File: src/rtl/count_stream_monitor.sv
// rtl/count_stream_monitor.sv - receive-side checker for a bounded up/down counter bus (option: COUNT_MON_REVERSAL_EN)
module count_stream_monitor #(
    parameter int W         = 4,
    parameter int DWELL_MAX = 8,
    parameter int ERRW      = 8
) (
    input  logic            clk,
    input  logic            rst,
    input  logic            valid_in,
    input  logic [W-1:0]    count_in,
    input  logic [W-1:0]    lo,
    input  logic [W-1:0]    hi,
    input  logic            clr_err,
    output logic [1:0]      dir,
    output logic [W-1:0]    last,
    output logic            at_lo,
    output logic            at_hi,
    output logic [7:0]      dwell,
    output logic            settled,
    output logic            step_err,
    output logic            range_err,
    output logic            bnd_err,
    output logic [ERRW-1:0] err_cnt,
    output logic [7:0]      rev_cnt
);
    localparam logic [1:0] S_INIT = 2'b00;
    localparam logic [1:0] S_UP   = 2'b01;
    localparam logic [1:0] S_DOWN = 2'b10;
    localparam logic [1:0] S_HOLD = 2'b11;
    localparam logic [7:0] DMAX   = 8'(DWELL_MAX);
    localparam int         EW1    = ERRW + 1;

    logic [1:0]      state_q, state_n;
    logic [W-1:0]    last_q, last_n;
    logic            at_lo_q, at_lo_n, at_hi_q, at_hi_n;
    logic [7:0]      dwell_q, dwell_n;
    logic            settled_q, settled_n;
    logic            step_q, step_n, range_q, range_n;
    logic [ERRW-1:0] err_q, err_n, err_base;
    logic [ERRW:0]   err_sum;
    logic [1:0]      err_inc;
    logic            bnd, step_bad, range_bad;
    logic            is_up, is_dn, is_eq;
    logic [7:0]      rev_q;

    assign bnd   = lo > hi;
    // Strict +/-1 steps; the all-ones/zero edges are excluded so wraps count as illegal.
    assign is_up = (last_q != {W{1'b1}}) && (count_in == last_q + W'(1));
    assign is_dn = (last_q != {W{1'b0}}) && (count_in == last_q - W'(1));
    assign is_eq = (count_in == last_q);

    always_ff @(posedge clk) begin
        if (!rst) begin
            state_q   <= S_INIT;
            last_q    <= '0;
            at_lo_q   <= 1'b0;
            at_hi_q   <= 1'b0;
            dwell_q   <= '0;
            settled_q <= 1'b0;
            step_q    <= 1'b0;
            range_q   <= 1'b0;
            err_q     <= '0;
        end else begin
            state_q   <= state_n;
            last_q    <= last_n;
            at_lo_q   <= at_lo_n;
            at_hi_q   <= at_hi_n;
            dwell_q   <= dwell_n;
            settled_q <= settled_n;
            step_q    <= step_n;
            range_q   <= range_n;
            err_q     <= err_n;
        end
    end

    always_comb begin
        state_n   = state_q;
        last_n    = last_q;
        at_lo_n   = at_lo_q;
        at_hi_n   = at_hi_q;
        dwell_n   = dwell_q;
        step_n    = step_q;
        range_n   = range_q;
        err_base  = err_q;
        step_bad  = 1'b0;
        range_bad = 1'b0;
        if (clr_err) begin
            step_n   = 1'b0;
            range_n  = 1'b0;
            err_base = '0;
        end
        if (valid_in) begin
            last_n    = count_in;
            at_lo_n   = (count_in == lo);
            at_hi_n   = (count_in == hi);
            range_bad = !bnd && ((count_in < lo) || (count_in > hi));
            if (state_q == S_INIT) begin
                state_n = S_HOLD;
                dwell_n = '0;
            end else if (is_up) begin
                state_n = S_UP;
                dwell_n = '0;
            end else if (is_dn) begin
                state_n = S_DOWN;
                dwell_n = '0;
            end else if (is_eq) begin
                state_n = S_HOLD;
                dwell_n = (dwell_q >= DMAX) ? DMAX : dwell_q + 8'd1;
            end else begin
                step_bad = 1'b1;
                dwell_n  = '0;
            end
        end
        if (step_bad)  step_n  = 1'b1;
        if (range_bad) range_n = 1'b1;
        err_inc   = {1'b0, step_bad} + {1'b0, range_bad};
        err_sum   = {1'b0, err_base} + EW1'(err_inc);
        err_n     = err_sum[ERRW] ? {ERRW{1'b1}} : err_sum[ERRW-1:0];
        settled_n = (dwell_n == DMAX);
    end

`ifdef COUNT_MON_REVERSAL_EN
    // Last non-HOLD direction: 00 none, 01 up, 10 down.
    logic [1:0] ldir_q;
    logic       rev_hit;

    assign rev_hit = valid_in && (state_q != S_INIT) &&
                     ((is_up && ldir_q == S_DOWN) || (is_dn && ldir_q == S_UP));

    always_ff @(posedge clk) begin
        if (!rst) begin
            ldir_q <= S_INIT;
            rev_q  <= '0;
        end else if (valid_in) begin
            if (state_q == S_INIT) begin
                ldir_q <= S_INIT;
            end else if (is_up) begin
                ldir_q <= S_UP;
            end else if (is_dn) begin
                ldir_q <= S_DOWN;
            end
            if (rev_hit && rev_q != 8'hff) begin
                rev_q <= rev_q + 8'd1;
            end
        end
    end
`else
    assign rev_q = '0;
`endif

    always_comb begin
        dir       = state_q;
        last      = last_q;
        at_lo     = at_lo_q;
        at_hi     = at_hi_q;
        dwell     = dwell_q;
        settled   = settled_q;
        step_err  = step_q;
        range_err = range_q;
        bnd_err   = bnd;
        err_cnt   = err_q;
        rev_cnt   = rev_q;
    end
endmodule

File: config.mk
export PLATFORM = sky130hd
export DESIGN_NAME = count_stream_monitor
export DESIGN_NICKNAME = d
export VERILOG_FILES = /design/src/rtl/count_stream_monitor.sv
export SDC_FILE = /design/constraint.sdc
export NUM_CORES = 1
export LEC_CHECK = 0
export ABC_AREA = 1
export BUFFER_PORTS_ARGS = -buffer_cell sky130_fd_sc_hd__buf_2
export CORE_ASPECT_RATIO = 0.9
export CORE_UTILIZATION = 50
export DETAILED_ROUTE_END_ITERATION = 16
export PLACE_DENSITY_LB_ADDON = 0.08
export SYNTH_ARGS = -nofsm -noshare
export SYNTH_HDL_FRONTEND = slang
export SYNTH_SLANG_ARGS = --single-unit
File: constraint.sdc
create_clock -name clk -period 5.5 [get_ports clk]
set_clock_uncertainty 0.2 [all_clocks]
set_input_delay 0.825 -clock clk [delete_from_list [all_inputs] [get_ports clk]]
set_output_delay 0.825 -clock clk [all_outputs]
set_load 0.005 [all_outputs]
==> metrics.md <==
| Metric | Value |
|---|---|
| Crit-path leading delay family | adder cells |
| Multiplexer share of the synthesized area | 0% |
| Mapped Avg Cell Area | about 7 sq um |
| Max-Cap Viols | 0 |
| Final #Nets | 354 |
| Max stage delay on crit path | roughly 0.47 ns |
| RSZ-0062 raised after global routing | no |
| Adder-cell share of the synthesized area | between 10% and 20% |
| Pre-CTS setup slack | 2.18 ns |
| Worst-Skew Late Latency | between 0.2 and 0.3 ns |
| Comb power frac | about a quarter |
| Status | complete, no violations |
| First-pass GRT wire length | ~6500 um |
| Via count of the first global-routing pass | 1518 |
| Commonest non-fill, non-tap cells in the layout | nand2_1, inv_1, buf_2 |
| Compound-Gate Fraction of Synth Area | 9.95% |
| Switching share of power | 30.8% |
| CP max-delay cell | dfxtp_1 |
| Max IR drop VDD | 0.139 mV |
| Drt drc | 0 |
| CTS Buf Count | 3 |
| Final setup vio count | 0 |
| Internal power | 294 uW |
| Final worst slack | 2.39 ns |
| CP dominant cell by count | inv_1 |
| DR iter-0 viols | a little over 60 |
| Reg2reg path depth | 18 |
| Part of the power in registers | 49.6% |
| Area Overhead vs Synth | 14.0% |
| Number of H-tree levels | 1 |
| Pwr dens | about 200 nW/um^2 |
| Synth unique cells | 33 |
| Final hold violation count | 0 |
| Hold-fix buffers, CTS | 0 |
| Die area | 4050 sq um |
| Worst R2R End | err_cnt[5] |
| Core area | around 3500 sq um |
| Final Max Slew Viols | 0 |
| Vias per cell | 4.84 |
| Largest family of logic cells by synthesized area | simple AND/OR/NAND/NOR gates |
| Worst flop-to-flop path startpoint | last[0] |
| Switching pwr | 131 uW |
| Clk root buf | clkbuf_8 |
| Num rows | 20 |
| Commonest non-fill, non-tap cell in the layout | nand2_1 |
| R2R Setup Slk | 2.39 ns |
| Detail Placement HPWL | 3000 um |
| CP endpoint kind | flop |
| Worst-path clk slew | 0.09 ns |
| Clock sink count | 27 |
| Starting Density | 54.2% |
| Leakage power | around 0.0013 uW |
| Arr. time, crit path | 3.09 ns |
| #FFs+latches synth | 27 |
| Die Wd | 66.9 um |
| Max clock buf depth | 2 |
| Synth Warn # | 0 |
| WS Path Type | reg -> reg |
| Setup tns final | 0 ns |
| Synth Instances | 276 |
| WL/cell | 10.4 um |
| Clk pwr share | 26.7% |
| CTS tree | done |
| Mapped Area | 1900 sq um |
| GPL Wtd Cong | 0.890 |
| Port Buffer Count | 43 |
| CP Max Fanout | 7 |
| Seq/Total Area, Yosys | about 28% |
| Stages on the worst setup path | 18 |
| Cts repair resizes | 0 |
| Post-layout util | roughly three fifths |
| Io pins | 52 |
| Tcrit/Tclk final | a little under three fifths |
| Critical path buffers and inverters | 5 |
| Largest net degree at the start of global routing | 21 |
| Post-Synth XOR/XNOR Area | 2.31% |
| Fin crit period | a little over 3 ns |
| Worst path required time | 5.48 ns |
| Routed WL | between 3000 and 4000 um |
| ANT cells | 0 |
| Post-Synth Simple-Gate Area | between 30% and 40% |
| Postcts setup bufs | 0 |
| Worst Hold Class | reg -> reg |
| Antenna violations before repair | 0 |
| Initial DRT Pass Iterations | 4 |
| Fraction of layout cells with a size suffix above 1 | 20.8% |
| CP Launch Type | flop |
| Hold Path Cell Cnt | 2 |
| WHS Endpoint | step_err |
| Vias | 1752 |
| Peak Freq | about 320 MHz |
| Crit-path cells | inv_2, ha_1, inv_1, nand2_1, nand2_1, nand3_1, nor2_1, nand2_1, nand4_1, inv_1, fa_1, ha_1, inv_1, nor3_2, nand4_2, o21ai_0, o21ai_1, inv_1 |
| Grt ovf | 0 |
| Post-route ant nets | 0 |
| Die H | 60.5 um |
| GR Util All Layers | 21.1% |
| Hold path start | step_err |
## per-stage QoR
stage                     total power [uW]  cells  hold slack, ns  cell area (sq um)
after global routing                   457    362           0.300               2160
after global placement                 315    358           0.272               2120
after detailed placement               316    358           0.269               2120
after floorplan                        289    283           0.260               1920
after CTS                              429    362           0.286               2160
final                                  425    362           0.286               2160
## tightest hold or removal path: stages (launching register included)
cell     delay [ns]
dfxtp_1        0.33
nand2_1        0.06
a21oi_1        0.05
## state kept, by name, summed over array words and instances, names as in the netlist
name       count
dir            2
err_cnt        8
range_err      1
at_hi          1
at_lo          1
settled        1
dwell          8
last           4
step_err       1
## metal layers
layer	GRT usage [%]	wire length (um)	vias to the layer above
met5	0	0	-
met3	5.08	180	6
li1	-	-	937
met1	27.9	1880	769
met2	35.6	1670	40
met4	3.65	29	0
## worst max path at each step
| stage | from | end | slack [ns] |
|---|---|---|---|
| after floorplan | hi[1] | err_cnt[5] | 2.49 |
| after global placement | count_in[1] | err_cnt[5] | 2.26 |
| after detailed placement | count_in[1] | err_cnt[5] | 2.18 |
| after CTS | last[0] | err_cnt[5] | 2.39 |
| after global routing | last[0] | err_cnt[5] | 2.03 |
| final | last[0] | err_cnt[5] | 2.39 |
## layout make-up
class | count | area (sq um)
Multi-Input combinational cell | 193 | 1120
Sequential cell | 27 | 541
Inverter | 51 | 191
Timing Repair Buffer | 43 | 215
Clock buffer | 3 | 41.3
Tap cell | 44 | 55.1
Clock inverter | 1 | 5.00
Fill cell | 353 | 1340
## cell families after synthesis
kind of cell / Yosys count
AOI/OAI and AO/OA: 37
other: 1
adders and majority gates: 19
buffers and inverters: 63
and+or+nand+nor: 124
DFF: 27
xor gates and xnor gates: 5
## power groups by stage
stage,Combinational [uW],Sequential [uW],Clock [uW]
2_1_floorplan,74.4,215,0
3_3_place_gp,99.4,215,0
3_5_place_dp,101,215,0
4_1_cts,101,211,117
5_1_grt,118,212,127
6_report,100,211,114
## Yosys cell counts
cell | instances | area [sq um]
nand2_1 | 53 | 199
inv_1 | 47 | 176
dfxtp_1 | 27 | 541
nor2_1 | 27 | 101
a21oi_1 | 20 | 100
ha_1 | 18 | 225
nand3_1 | 18 | 90.1
o21ai_0 | 12 | 60.1
buf_4 | 8 | 60.1
nand2_2 | 6 | 37.5
nand4_1 | 5 | 31.3
clkbuf_1 | 3 | 11.3
inv_2 | 3 | 11.3
o21ai_1 | 3 | 15.0
xnor2_1 | 3 | 26.3
nand3_2 | 2 | 20.0
nand3b_1 | 2 | 15.0
nor2_2 | 2 | 12.5
nor3_1 | 2 | 10.0
xor2_1 | 2 | 17.5
a211oi_1 | 1 | 7.51
a31oi_1 | 1 | 6.26
and2_1 | 1 | 6.26
buf_2 | 1 | 5.00
clkinv_1 | 1 | 3.75
conb_1 | 1 | 3.75
fa_1 | 1 | 20.0
nand2_4 | 1 | 11.3
nand2_8 | 1 | 20.0
nand4_2 | 1 | 12.5
nor2_4 | 1 | 11.3
nor2_8 | 1 | 20.0
nor3_2 | 1 | 10.0
Note: power is estimated with default switching activity, not from simulation.
